File: config.mk
export PLATFORM = sky130hd
export DESIGN_NAME = mixcolumns_seq
export DESIGN_NICKNAME = d
export VERILOG_FILES = /design/src/rtl/aes_pkg.sv /design/src/rtl/mix_single_column.sv /design/src/rtl/mixcolumns_seq.sv
export SDC_FILE = /design/constraint.sdc
export NUM_CORES = 1
export LEC_CHECK = 0
export CAP_MARGIN = 15
export CELL_PAD_IN_SITES_DETAIL_PLACEMENT = 1
export CELL_PAD_IN_SITES_GLOBAL_PLACEMENT = 1
export CORE_ASPECT_RATIO = 1.25
export CORE_MARGIN = 2
export CORE_UTILIZATION = 30
export DETAILED_ROUTE_END_ITERATION = 12
export GPL_TIMING_DRIVEN = 0
export MAX_ROUTING_LAYER = met4
export PLACE_DENSITY = 0.61
export SYNTH_ARGS = -nofsm -noshare
export SYNTH_HDL_FRONTEND = slang
export SYNTH_SLANG_ARGS = --single-unit
File: constraint.sdc
create_clock -name clk_i -period 5 [get_ports clk_i]
set_input_delay 1 -clock clk_i [delete_from_list [all_inputs] [get_ports clk_i]]
set_output_delay 1 -clock clk_i [all_outputs]
set_load 0.03 [all_outputs]
File: src/rtl/aes_pkg.sv
// Shared AES constants and the MixColumns engine state encoding.
package aes_pkg;

    localparam int TEXT_WIDTH   = 128;
    localparam int BYTE_WIDTH   = 8;
    localparam int MATRIX_SIZE  = 16;
    localparam int COLUMN_WIDTH = 32;

    // GF(2^8) reduction constant for x^8 + x^4 + x^3 + x + 1
    localparam logic [BYTE_WIDTH-1:0] AES_POLY = 8'h1B;

    typedef enum logic [1:0] {
        IDLE = 2'd0,
        BUSY = 2'd1,
        DONE = 2'd2
    } mc_state_e;

endpackage

File: src/rtl/mix_single_column.sv
// Combinational forward MixColumns on one 32-bit column [a0 a1 a2 a3], a0 in the top byte.
module mix_single_column
    import aes_pkg::*;
(
    input  logic [COLUMN_WIDTH-1:0] col_i,
    output logic [COLUMN_WIDTH-1:0] col_o
);

    function automatic logic [BYTE_WIDTH-1:0] xtime(input logic [BYTE_WIDTH-1:0] x);
        return {x[BYTE_WIDTH-2:0], 1'b0} ^ (x[BYTE_WIDTH-1] ? AES_POLY : 8'h00);
    endfunction

    logic [BYTE_WIDTH-1:0] a0, a1, a2, a3;
    logic [BYTE_WIDTH-1:0] b0, b1, b2, b3;

    assign a0 = col_i[31:24];
    assign a1 = col_i[23:16];
    assign a2 = col_i[15:8];
    assign a3 = col_i[7:0];

    // Fixed matrix multiply: 2/3 coefficients expressed through xtime (3x = xtime(x) ^ x)
    always_comb begin
        b0 = xtime(a0) ^ (xtime(a1) ^ a1) ^ a2 ^ a3;
        b1 = a0 ^ xtime(a1) ^ (xtime(a2) ^ a2) ^ a3;
        b2 = a0 ^ a1 ^ xtime(a2) ^ (xtime(a3) ^ a3);
        b3 = (xtime(a0) ^ a0) ^ a1 ^ a2 ^ xtime(a3);
    end

    assign col_o = {b0, b1, b2, b3};

endmodule

File: src/rtl/mixcolumns_seq.sv
// Column-serial forward AES MixColumns engine with valid/ready input and a held,
// registered result. COLS_PER_CYCLE (1, 2 or 4) columns are mixed per clock.
//
// Handshake: a transfer happens on a rising edge where valid and ready are both 1.
// The producer holds valid_i/state_i until accepted; the result (valid_o/state_o)
// is held stable until ready_i. state_o carries partial columns while busy, so it
// is only meaningful when valid_o = 1.
module mixcolumns_seq
    import aes_pkg::*;
#(
    parameter int COLS_PER_CYCLE = 1
) (
    input  logic         clk_i,
    input  logic         rst_ni,
    input  logic         valid_i,
    output logic         ready_o,
    input  logic [127:0] state_i,
    output logic         valid_o,
    input  logic         ready_i,
    output logic [127:0] state_o
);

    mc_state_e               state_q, state_d;
    logic [1:0]              col_q, col_d;
    logic [TEXT_WIDTH-1:0]   buf_q, buf_d;
    logic [TEXT_WIDTH-1:0]   state_o_q, state_o_d;
    logic                    valid_o_q, valid_o_d;

    logic [1:0]              col_idx [COLS_PER_CYCLE];
    logic [COLUMN_WIDTH-1:0] col_in  [COLS_PER_CYCLE];
    logic [COLUMN_WIDTH-1:0] col_out [COLS_PER_CYCLE];
    logic                    accept;
    logic                    last_group;

    // Ready in IDLE, or in DONE once the current result is being taken (back-to-back)
    assign ready_o    = (state_q == IDLE) || ((state_q == DONE) && ready_i);
    assign accept     = valid_i && ready_o;
    assign last_group = (col_q + 2'(COLS_PER_CYCLE - 1)) == 2'd3;

    // One mixer per column slot; the counter selects which buffered columns they see
    for (genvar k = 0; k < COLS_PER_CYCLE; k++) begin : g_col
        assign col_idx[k] = col_q + 2'(k);
        assign col_in[k]  = buf_q[TEXT_WIDTH-1-COLUMN_WIDTH*int'(col_idx[k]) -: COLUMN_WIDTH];
        mix_single_column u_mix (
            .col_i (col_in[k]),
            .col_o (col_out[k])
        );
    end

    // Next-state logic: capture, column sweep, and result hold/release
    always_comb begin
        state_d   = state_q;
        col_d     = col_q;
        buf_d     = buf_q;
        state_o_d = state_o_q;
        valid_o_d = valid_o_q;
        unique case (state_q)
            IDLE: begin
                if (accept) begin
                    buf_d   = state_i;
                    col_d   = 2'd0;
                    state_d = BUSY;
                end
            end
            BUSY: begin
                for (int k = 0; k < COLS_PER_CYCLE; k++) begin
                    state_o_d[TEXT_WIDTH-1-COLUMN_WIDTH*int'(col_idx[k]) -: COLUMN_WIDTH] = col_out[k];
                end
                col_d = col_q + 2'(COLS_PER_CYCLE);
                if (last_group) begin
                    state_d   = DONE;
                    valid_o_d = 1'b1;
                end
            end
            DONE: begin
                if (ready_i) begin
                    valid_o_d = 1'b0;
                    if (valid_i) begin
                        buf_d   = state_i;
                        col_d   = 2'd0;
                        state_d = BUSY;
                    end else begin
                        state_d = IDLE;
                    end
                end
            end
            default: begin
                state_d   = IDLE;
                valid_o_d = 1'b0;
            end
        endcase
    end

    // State registers; reset aborts any block in flight
    always_ff @(posedge clk_i or negedge rst_ni) begin
        if (!rst_ni) begin
            state_q   <= IDLE;
            col_q     <= 2'd0;
            buf_q     <= '0;
            state_o_q <= '0;
            valid_o_q <= 1'b0;
        end else begin
            state_q   <= state_d;
            col_q     <= col_d;
            buf_q     <= buf_d;
            state_o_q <= state_o_d;
            valid_o_q <= valid_o_d;
        end
    end

    assign valid_o = valid_o_q;
    assign state_o = state_o_q;

endmodule
# Word-level counts from Yosys, hierarchy flattened
# Index checks and enable logic that the tools add are counted.
[op_classes]
muxes = 21
bitwise_logic = 21
n_addsub = 3
eq_ne = 7
shift = 3
n_reduce_logical = 10
[op_table]
columns = ["operator", "n"]
rows = [
  ["$mux W128", 3],
  ["$pmux W128 S2", 1],
  ["$xor A8 B8 Y8", 20],
  ["$shift A32 B33 Y159 const A", 1],
  ["$shiftx A159 B8 Y32", 1],
  ["$shiftx A32 B33 Y159", 1],
  ["$bwmux W128", 1],
  ["$neg A8 Y33", 1],
  ["$mux W5", 4],
  ["$mux W2", 6],
  ["$pmux W2 S3", 2],
  ["$ne A2 B2 Y1 const B", 4],
  ["$reduce_and A4 Y1", 2],
  ["$sub A7 B7 Y8 const A", 1],
  ["$reduce_and A3 Y1", 2],
  ["$eq A2 B2 Y1 const B", 2],
  ["$mux W1", 3],
  ["$pmux W1 S3", 1],
  ["$reduce_bool A3 Y1", 1],
  ["$add A2 B1 Y2 const B", 1],
  ["$eq A2 B1 Y1 const B", 1],
  ["$logic_and A1 B1 Y1", 2],
  ["$logic_not A2 Y1", 1],
  ["$reduce_bool A2 Y1", 1],
  ["2 further kinds", 2],
]
[totals]
wordCells = 70
reg_bits = 261
output_inout_bits = 130
input_bits = 132

# Logic depth before layout (Yosys ltp)
# Gate-level depths: netlist of the first run.
[logic_depth]
ltp_word = 10
mapped_depth = 8
depth_no_buf = 5

# By module
# Synthesis of the first run repeated with hierarchy kept, for this count alone.
[hier_totals]
hier_cells = 980
hier_area_um2 = 12167.9
[modules_own_cells]
columns = ["mod", "seq_area_each_um2", "cells_each", "n_inst", "area_per_inst_um2"]
rows = [
  ["mixcolumns_seq", 6531.3, 899, 1, 10830.4],
  ["mix_single_column", 0.0, 81, 1, 1337.5],
]

# Least setup slack after synthesis of the first run
# OpenSTA, ideal clock, no wires.
[synth_path]
path_kind = "input to output"
from = "in ready_i"
to = "out ready_o"
required_time_ns = 4.000
path_buffers = 0
cell_stages = 2
arrival_ns = 1.567
slack_ns = 2.433
path_cell_list = "nand2b_1 -> nor2b_1"
[synth_via]
elab_chain_cells = 2
[synth_lines]
columns = ["element", "line_no", "text"]
rows = [
  ["start: declaration", "mixcolumns_seq.sv:19", "input logic ready_i,"],
  ["$logic_and A1 B1 Y1", "mixcolumns_seq.sv:36", "assign ready_o = (state_q == IDLE) || ((state_q == DONE) && ready_i);"],
  ["$logic_or A1 B1 Y1", "mixcolumns_seq.sv:36", ""],
  ["end: declaration", "mixcolumns_seq.sv:16", "output logic ready_o,"],
]
# Every way passes these cells.

# Final worst setup path of the first run
# Same ends and word-level chain as after synthesis.

==> key figures, run 1 <==
Synthesis
  • Top cells by area in the synthesized netlist: dfrtp_1, mux2_2, xnor3_1
  • Yosys warning total: 0
  • Yosys cell types: 29
  • Netlist Area Pre-Place: 11700 sq um
  • Area share of fa/ha/maj cells after synthesis: 0.427%
  • Mux cell area share after synthesis: 18.5%
  • Main combinational cell family by area after synthesis: multiplexers
  • XOR/XNOR share of the synthesized area: 12.5%
  • Synth Area in Compound Gates: 5.77%
  • Leading area contributor after synthesis: dfrtp_1
  • Syn Inst Count: 835
  • Syn Area/Cell: 14.0 sq um
  • Post-synth top area share: 55.8%
  • Sequential cell area fraction in the yosys report: 55.8%
  • Simple-gate share of the synthesized area: 4.88%
  • FF+latch count, synth: 261
  • Mapped Nets: 971

Clock tree
  • Sink Count: 261
  • Post-CTS Hold Buffers: 0
  • Clock Pin Slew Worst Setup and Hold Paths: 0.06 ns
  • Setup repair bufs after CTS: 0
  • Post-CTS sizing: 0
  • Root buffer cell: clkbuf_16
  • CTS tree: built
  • Worst-case clock buffer depth: 3
  • Worst-skew pair later-pin latency: 0.56 ns
  • H-tree Lvls: 1
  • CTS Buf Count: 28

STA
  • Slew headroom: 42.6%
  • Count of pins over their slew limit: 0
  • Final Hold Viols: 0
  • Final Cycle Share: 69.2%
  • FMAX: 289 MHz
  • Fin Clk Skew: 0.0142 ns
  • Worst slew pin tran: 0.861 ns
  • RSZ-0062 raised after global routing: no
  • Fin crit period: 3.46 ns
  • Worst hold slack: 0.443 ns
  • Final setup violating endpoints: 0
  • Setup TNS: 0 ns

Floorplanning
  • Rows: 80
  • Die area: 40600 sq um
  • Die width: 181 um
  • Initial Util: 30.5%
  • DIE HEIGHT: 225 um
  • IO Count: 262
  • Core Area: 38300 sq um

Drt
  • Vias: 7683
  • Met2 routed WL: 18700 um
  • Vias per cell: 4.66
  • Top sig layer: met4
  • Initial DRT Pass Iterations: 4
  • WL met1: 15400 um
  • Post-DRT Antenna Nets: 0
  • Routed WL per cell: 22.2 um
  • Routed WL: 36600 um
  • Initial DRC Count: 296
  • DRC: 0
  • Met3 WL: 2010 um

Global route
  • Largest net degree at the start of global routing: 101
  • GRT Util Overall: 18.8%
  • Global-route wire length before repair: 55300 um
  • Gr ovfl total: 0
  • Vias in the first global route: 8487
  • Initial antenna violation count: 6

Cells and area
  • Area delta synth->final: 36.5%
  • Layout cells sized above 1: 20.3%
  • Layout Nets: 1264
  • Filler Cell Count: 3964
  • Register Area: 6530 sq um
  • Area occupied by multi-input gates: 4930 sq um

Outcome
  • Status: complete, no violations

Placement
  • Port bufs: 261
  • Final HPWL DP: 28100 um
  • Gpl congestion: 0.738

Setup path
  • Worst Setup End Kind: output pin
  • Crit Path Category: in -> out
  • Crit path DAT: 2.46 ns
  • Worst Path Required: 4.00 ns
  • Setup crit start kind: input port
  • CP Max Fanout: 3

Run
  • Max-cap viol count: 0

Worst hold path
  • Type of the worst min-delay path: in -> async
## per-stage QoR
| step | area [sq um] | util [%] | worst slack [ns] | instances |
|---|---|---|---|---|
| final | 16000 | 41.7 | 1.54 | 1648 |
| after global routing | 16000 | 41.7 | 1.51 | 1648 |
| after CTS | 16000 | 41.6 | 1.53 | 1642 |
| after detailed placement | 15000 | 39.1 | 1.28 | 1590 |
| after global placement | 14900 | 39.0 | -8.73 | 1588 |
| after floorplan | 11700 | - | 2.43 | 835 |
## critical path: stages
cell and delay, ns:
clkdlybuf4s50_1 0.47, nand2b_1 0.13, nor2b_1 0.14, clkdlybuf4s50_1 0.71
## metal layers
layer	up-vias	track usage, %
li1	3528	-
met2	191	32.3
met1	3934	22.8
met4	0	3.90
met3	30	3.95
met5	-	-
## registers in the layout (all words and copies together), names as in the netlist
| register | count |
|---|---|
| state_o | 128 |
| valid_o | 1 |
| col_q | 2 |
| state_q | 2 |
| buf_q | 128 |
## cell families after synthesis
logic type	count (synthesis)
muxes	160
buffers and inverters	54
and+or+nand+nor	145
xor gates and xnor gates	77
DFF	261
adders and majority gates	4
AOI/OAI and AO/OA	134
## final timing paths
check | to | depth (start not counted) | startpoint | slack (ns)
setup reg to reg | state_o[101] | 6 | col_q[1] | 2.07
setup / recovery | ready_o | 4 | ready_i | 1.54
hold reg to reg | state_o[53] | 2 | state_o[53] | 0.48
min in group clk_i | state_o[53] | 2 | state_o[53] | 0.48
hold / removal | state_o[51] | 1 | rst_ni | 0.44
max in group asynchronous | buf_q[66] | 2 | rst_ni | 3.58
## cell type report
| class | count | share of cell area (%) |
|---|---|---|
| diodes | 6 | 0.0940 |
| plain buffers | 52 | 1.50 |
| clock buffers | 43 | 5.31 |
| clock inverters | 9 | 0.752 |
| inverters | 2 | 0.0470 |
| multi-input cells | 520 | 30.8 |
| flip-flops and latches | 261 | 40.9 |
| well taps | 492 | 3.85 |
| repair buffers | 263 | 16.7 |
## cell usage after synthesis (all sizes together)
library cell	count
nand4	4
o21ai	131
xnor2	29
or3	1
ha	4
a21oi	1
o21bai	1
clkbuf	37
o31ai	1
xor3	9
nand2b	2
mux4	32
buf	15
and3b	1
nor2	1
inv	2
mux2	128
nor2b	2
nand2	134
dfrtp	261
xnor3	34
xor2	5
## placed cells by master (no fill, tap or decap), types with 5 or more instances in the layout
| cell type | instances |
|---|---|
| clkbuf_1 | 44 |
| xor3_1 | 9 |
| clkbuf_8 | 7 |
| xnor3_1 | 34 |
| diode_2 | 6 |
| mux2_2 | 128 |
| nand2_1 | 134 |
| o21ai_0 | 23 |
| o21ai_1 | 108 |
| mux4_2 | 32 |
| xor2_1 | 5 |
| buf_2 | 6 |
| xnor2_2 | 8 |
| clkinv_2 | 6 |
| dfrtp_1 | 261 |
| clkbuf_16 | 29 |
| xnor2_4 | 7 |
| xnor2_1 | 14 |
| clkdlybuf4s50_1 | 260 |
Power of run 1 is left out: the tool's default activity adds up to more than one toggle a clock period on the data nets, which glitch-free logic cannot reach.
==> inputs of run 2 (changes only) <==
--- a/config.mk
+++ b/config.mk
@@ -14,7 +14,7 @@
 export DETAILED_ROUTE_END_ITERATION = 12
 export GPL_TIMING_DRIVEN = 0
 export MAX_ROUTING_LAYER = met4
-export PLACE_DENSITY = 0.61
+export PLACE_DENSITY = 0.63
 export SYNTH_ARGS = -nofsm -noshare
 export SYNTH_HDL_FRONTEND = slang
 export SYNTH_SLANG_ARGS = --single-unit
==> constraint.sdc (replaced) <==
create_clock -name clk_i -period 3.1 [get_ports clk_i]
set_input_delay 0.62 -clock clk_i [delete_from_list [all_inputs] [get_ports clk_i]]
set_output_delay 0.62 -clock clk_i [all_outputs]
set_load 0.03 [all_outputs]
==> key figures, run 2 (synthesized netlist as in run 1, its figures left out) <==
Floorplanning
  • Rows: 80 (unchanged)
  • DIE HEIGHT: 225 um (unchanged)
  • Initial Util: 30.5% (unchanged)
  • IO Count: 262 (unchanged)
  • Core Area: 38300 sq um (unchanged)
  • Die area: 40600 sq um (unchanged)
  • Die width: 181 um (unchanged)

Cells and area
  • Filler Cell Count: 4027 (was 3964)
  • Commonest non-fill, non-tap cells in the layout: dfrtp_1, clkdlybuf4s50_1, nand2_1 (unchanged)
  • Non-filler cells, final: 1646 (was 1648)
  • Commonest non-fill, non-tap cell in the layout: dfrtp_1 (unchanged)
  • Layout cells sized above 1: 20.2% (was 20.3%)
  • Area delta synth->final: 36.1% (was 36.5%)
  • Final Cell Area: 15900 sq um (was 16000 sq um)
  • Layout Nets: 1265 (was 1264)

Worst hold path
  • Worst Hold Depth: 2
  • Type of the worst min-delay path: reg -> reg (was in -> async)

STA
  • Fin crit period: 2.98 ns
  • Slew headroom: 46.0% (was 42.6%)
  • Fin Clk Skew: 0.0106 ns (was 0.0142 ns)
  • Worst slew pin tran: 0.811 ns (was 0.861 ns)
  • Final setup violating endpoints: 0 (unchanged)
  • RSZ-0062 raised after global routing: no (unchanged)
  • Setup ws final: 0.125 ns (was 1.54 ns)
  • FMAX: 336 MHz
  • Final Cycle Share: 96.0%
  • Count of pins over their slew limit: 0 (unchanged)
  • Final Hold Viols: 0 (unchanged)

Drt
  • Vias per cell: 4.66 (about the same)
  • Initial DRC Count: 324 (was 296)
  • Post-DRT Antenna Nets: 0 (unchanged)
  • Vias: 7673 (was 7683)
  • Routed WL per cell: 22.0 um (was 22.2 um)
  • Initial DRT Pass Iterations: 4 (unchanged)
  • Routed WL: 36300 um (was 36600 um)
  • DRC: 0 (unchanged)

Setup path
  • Worst Path Required: 3.49 ns (was 4.00 ns)
  • Cell repeated most along the worst path: buf_2 (was clkdlybuf4s50_1)
  • CP max-delay cell: xnor2_1 (was clkdlybuf4s50_1)
  • CP Max Fanout: 10 (was 3)
  • Instance count on the critical path: 6 (was 4)
  • CP max stage delay: 0.62 ns (was 0.71 ns)
  • Crit path DAT: 3.36 ns (was 2.46 ns)
  • Setup crit start kind: register (was input port)
  • Crit Path Category: reg -> reg (was in -> out)
  • R2R Path End: state_o[7] (was state_o[101])
  • Worst r2r src: col_q[1] (unchanged)
  • CP delay by family, top: XOR/XNOR gates (was buffers and inverters)
  • R2R setup slack: 0.12 ns (was 2.07 ns)
  • WP buf/inv: 2 (unchanged)
  • R2R cell count: 6 (unchanged)
  • CP Cell Sequence: buf_2 -> buf_2 -> mux4_2 -> xnor3_1 -> xnor2_1 -> o21ai_0 (was clkdlybuf4s50_1 -> nand2b_1 -> nor2b_1 -> clkdlybuf4s50_1)
  • Worst Setup End Kind: register (was output pin)
  • Worst setup path startpoint: col_q[1] (was ready_i)
  • Setup crit end: state_o[7] (was ready_o)

Clock tree
  • Sink Count: 261 (unchanged)
  • Worst-skew pair later-pin latency: 0.55 ns (was 0.56 ns)
  • CTS Buf Count: 28 (unchanged)
  • Clock Pin Slew Worst Setup and Hold Paths: 0.06 ns (about the same)
  • Setup repair bufs after CTS: 0 (unchanged)
  • CTS tree: built (unchanged)
  • H-tree Lvls: 1 (unchanged)
  • Worst-case clock buffer depth: 3 (unchanged)
  • Root buffer cell: clkbuf_16 (unchanged)

Placement
  • Gpl congestion: 0.749 (was 0.738)
  • Port bufs: 261 (unchanged)
  • Pre-CTS WS: -0.183 ns (was 1.28 ns)
  • Final HPWL DP: 27800 um (was 28100 um)
  • Cell Count Post-Placement: 1590 (unchanged)
  • DP Area: 15000 sq um (unchanged)

Global route
  • Initial antenna violation count: 7 (was 6)
  • Gr ovfl total: 0 (unchanged)
  • Global-route wire length before repair: 54700 um (was 55300 um)
  • GRT Util Overall: 18.5% (was 18.8%)
  • Largest net degree at the start of global routing: 110 (was 101)
  • Vias in the first global route: 8493 (was 8487)

Outcome
  • Status: complete, no violations (unchanged)

Run
  • Max-cap viol count: 0 (unchanged)
-- run 2: cell types whose count changed in the layout (fill, tap and decap cells not counted), sizes merged --
cell / delta
dlygate4sd3: +1
clkbuf: -5
clkinvlp: +3
clkinv: -1
diode: +1
bufinv: -1
-- run 2: timing repair --
action | CTS | global route
endpoints found under the setup margin | 0 | 0
hold endpoints to repair | 38 | 0
gates resized for setup | 0 | 0
hold buffers | 1 | 0
-- run 2: how the worst min path moves through the flow --
stage                       from           end
global route         state_o[82]   state_o[82]
CTS                  state_o[82]   state_o[82]
detailed placement   state_o[82]   state_o[82]
finish              state_o[110]  state_o[110]
floorplan                 rst_ni      buf_q[0]
global placement      state_o[5]    state_o[5]
-- run 2: cell type report --
| type | count | area [sq um] | area share, % |
|---|---|---|---|
| sequential | 261 | 6530 | 41.0 |
| multi-input combinational | 520 | 4930 | 30.9 |
| timing repair buffer | 264 | 2680 | 16.8 |
| clock buffer | 38 | 800 | 5.02 |
| tap | 492 | 616 | 3.86 |
| buffer | 52 | 240 | 1.51 |
| clock inverter | 10 | 108 | 0.675 |
| antenna | 7 | 17.5 | 0.110 |
| inverter | 2 | 7.51 | 0.0471 |
-- run 2: worst min-delay path: cells and delay by family, from the launching register on --
family           cells  cell delay (ns)
AO/OA/AOI/OAI        1             0.06
flip-flops           1             0.34
AND/OR/NAND/NOR      1             0.05
-- run 2: metrics by stage --
step	setup TNS, ns	utilization [%]	hold slack, ns
finish	0	41.6	0.482
global route	0	41.6	0.507
CTS	0	41.5	0.487
detailed placement	-10.22	39.1	0.474
global placement	-2660.21	39.0	0.465
floorplan	0	-	0.324
-- run 2: metal layers --
metal | vias up | global-route usage [%] | part of all wire, %
li1 | 3530 | - | -
met1 | 3918 | 22.2 | 41
met2 | 196 | 31.6 | 51
met3 | 29 | 4.23 | 6.6
met4 | 0 | 4.19 | 1.8
met5 | - | - | 0
Power of run 2 is left out for the same reason.
==> inputs of run 3 (changes only) <==
--- a/config.mk
+++ b/config.mk
@@ -15,6 +15,7 @@
 export GPL_TIMING_DRIVEN = 0
 export MAX_ROUTING_LAYER = met4
 export PLACE_DENSITY = 0.63
+export RECOVER_POWER = 25
 export SYNTH_ARGS = -nofsm -noshare
 export SYNTH_HDL_FRONTEND = slang
 export SYNTH_SLANG_ARGS = --single-unit
==> key figures, run 3 (synthesized netlist as in run 1, its figures left out) <==
Outcome
  • Status: complete, no violations (unchanged)

Drt
  • Vias: 7678 (was 7673)
  • DRC: 0 (unchanged)
  • Routed WL: 36300 um (about the same)
  • Initial DRT Pass Iterations: 4 (unchanged)
  • Vias per cell: 4.66 (about the same)
  • Post-DRT Antenna Nets: 0 (unchanged)
  • Routed WL per cell: 22.0 um (about the same)
  • Initial DRC Count: 316 (was 324)

STA
  • Fin crit period: 2.97 ns (was 2.98 ns)
  • RSZ-0062 raised after global routing: no (unchanged)
  • FMAX: 336 MHz (about the same)
  • Worst slew pin tran: 1.37 ns (was 0.811 ns)
  • Fin Clk Skew: 0.0103 ns (was 0.0106 ns)
  • Slew headroom: 8.77% (was 46.0%)
  • Final Cycle Share: 96.0% (about the same)
  • Final setup violating endpoints: 0 (unchanged)
  • Count of pins over their slew limit: 0 (unchanged)
  • Final Hold Viols: 0 (unchanged)

Floorplanning
  • Core Area: 38300 sq um (unchanged)
  • Die area: 40600 sq um (unchanged)
  • Rows: 80 (unchanged)
  • Die width: 181 um (unchanged)
  • DIE HEIGHT: 225 um (unchanged)
  • IO Count: 262 (unchanged)
  • Initial Util: 30.5% (unchanged)

Setup path
  • R2R setup slack: 0.13 ns (was 0.12 ns)
  • Crit path DAT: 3.36 ns (about the same)
  • Worst r2r src: col_q[1] (unchanged)
  • R2R Path End: state_o[7] (unchanged)
  • R2R cell count: 6 (unchanged)
  • CP Cell Sequence: buf_2 -> buf_2 -> mux4_2 -> xnor3_1 -> xnor2_1 -> o21ai_0 (unchanged)
  • CP max stage delay: 0.62 ns (about the same)
  • CP Max Fanout: 10 (unchanged)
  • Crit Path Category: reg -> reg (unchanged)
  • Worst Path Required: 3.49 ns (about the same)
  • CP max-delay cell: xnor2_1 (unchanged)
  • Setup crit start kind: register (unchanged)
  • Worst Setup End Kind: register (unchanged)
  • Cell repeated most along the worst path: buf_2 (unchanged)

Global route
  • Global-route wire length before repair: 54700 um (unchanged)
  • Vias in the first global route: 8493 (unchanged)
  • Initial antenna violation count: 7 (unchanged)
  • Gr ovfl total: 0 (unchanged)
  • GRT Util Overall: 18.5% (unchanged)
  • Largest net degree at the start of global routing: 110 (unchanged)

Cells and area
  • Area delta synth->final: 35.7% (was 36.1%)
  • Commonest non-fill, non-tap cell in the layout: dfrtp_1 (unchanged)
  • Non-filler cells, final: 1646 (unchanged)
  • Commonest non-fill, non-tap cells in the layout: dfrtp_1, clkdlybuf4s50_1, nand2_1 (unchanged)
  • Layout Nets: 1265 (unchanged)
  • Layout cells sized above 1: 20.2% (unchanged)

Placement
  • Cell Count Post-Placement: 1590 (unchanged)
  • Final HPWL DP: 27800 um (unchanged)
  • Port bufs: 261 (unchanged)
  • Gpl congestion: 0.749 (unchanged)

Worst hold path
  • Hold Path Sink: state_o[110] (unchanged)
  • Hold Crit Start: state_o[110] (unchanged)
  • Type of the worst min-delay path: reg -> reg (unchanged)
  • Worst Hold Depth: 2 (unchanged)

Run
  • Max-cap viol count: 0 (unchanged)

Clock tree
  • Worst-skew pair later-pin latency: 0.55 ns (about the same)
  • Root buffer cell: clkbuf_16 (unchanged)
  • Clock Pin Slew Worst Setup and Hold Paths: 0.06 ns (about the same)
  • Sink Count: 261 (unchanged)
  • Worst-case clock buffer depth: 3 (unchanged)
  • H-tree Lvls: 1 (unchanged)
  • CTS Buf Count: 28 (unchanged)
  • CTS tree: built (unchanged)
  • Setup repair bufs after CTS: 0 (unchanged)
run 3: changes by cell type in the layout (fill, tap and decap cells not counted):
cell / delta
buf_16: -2
buf_6: +2
buf_8: -1
clkbuf_2: +1
run 3: worst max-delay path by stage:
stage                        start          end  slack (ns)  cells after the start
after floorplan           col_q[0]  state_o[20]        0.92                      6
after global placement      rst_ni    buf_q[98]      -10.19                      1
after detailed placement   ready_i    buf_q[48]       -0.18                      7
after CTS                 col_q[1]   state_o[7]        0.07                      6
after global routing      col_q[1]   state_o[7]        0.04                      6
final                     col_q[1]   state_o[7]        0.13                      6
run 3: per-stage QoR:
| stage | TNS, ns | worst slack, ns | cell area [sq um] | utilization, % | hold WS (ns) |
|---|---|---|---|---|---|
| 3_3_place_gp | -2660.21 | -10.19 | 14900 | 39.0 | 0.465 |
| 4_1_cts | 0 | 0.0739 | 15900 | 41.5 | 0.487 |
| 5_1_grt | 0 | 0.0428 | 15900 | 41.4 | 0.507 |
| 2_1_floorplan | 0 | 0.923 | 11700 | - | 0.324 |
| 3_5_place_dp | -10.22 | -0.183 | 15000 | 39.1 | 0.474 |
| 6_report | 0 | 0.125 | 15900 | 41.4 | 0.481 |
run 3: layer usage:
metal  wire [um]  up-vias  GRT usage [%]  share of wire [%]
met5           0        -              -                  0
met4         647        0           4.19                1.8
met3        2390       29           4.23                6.6
met2       18400      195           31.6                 51
met1       14800     3924           22.2                 41
li1            -     3530              -                  -
run 3: critical path: cells and delay by family (launching register included):
kind,cells,cell delay (ns)
xor+xnor,2,1.08
buf+inv,2,0.67
mux,1,0.46
flops,1,0.39
compound gates,1,0.20
run 3: area by class of cell:
| class | count | area, sq um |
|---|---|---|
| flip-flops and latches | 261 | 6530 |
| plain buffers | 52 | 240 |
| diodes | 7 | 17.5 |
| inverters | 2 | 7.51 |
| repair buffers | 264 | 2640 |
| fillers | 4032 | 22400 |
| clock inverters | 10 | 108 |
| multi-input cells | 520 | 4930 |
| clock buffers | 38 | 800 |
| well taps | 492 | 616 |
run 3: what timing repair did:
action / in CTS / in global routing
endpoints found under the setup margin: 0 / 0
resized for setup: 0 / 0
endpoints found under the hold margin: 38 / 0
hold buffers: 1 / 0
Power of run 3 is left out for the same reason.
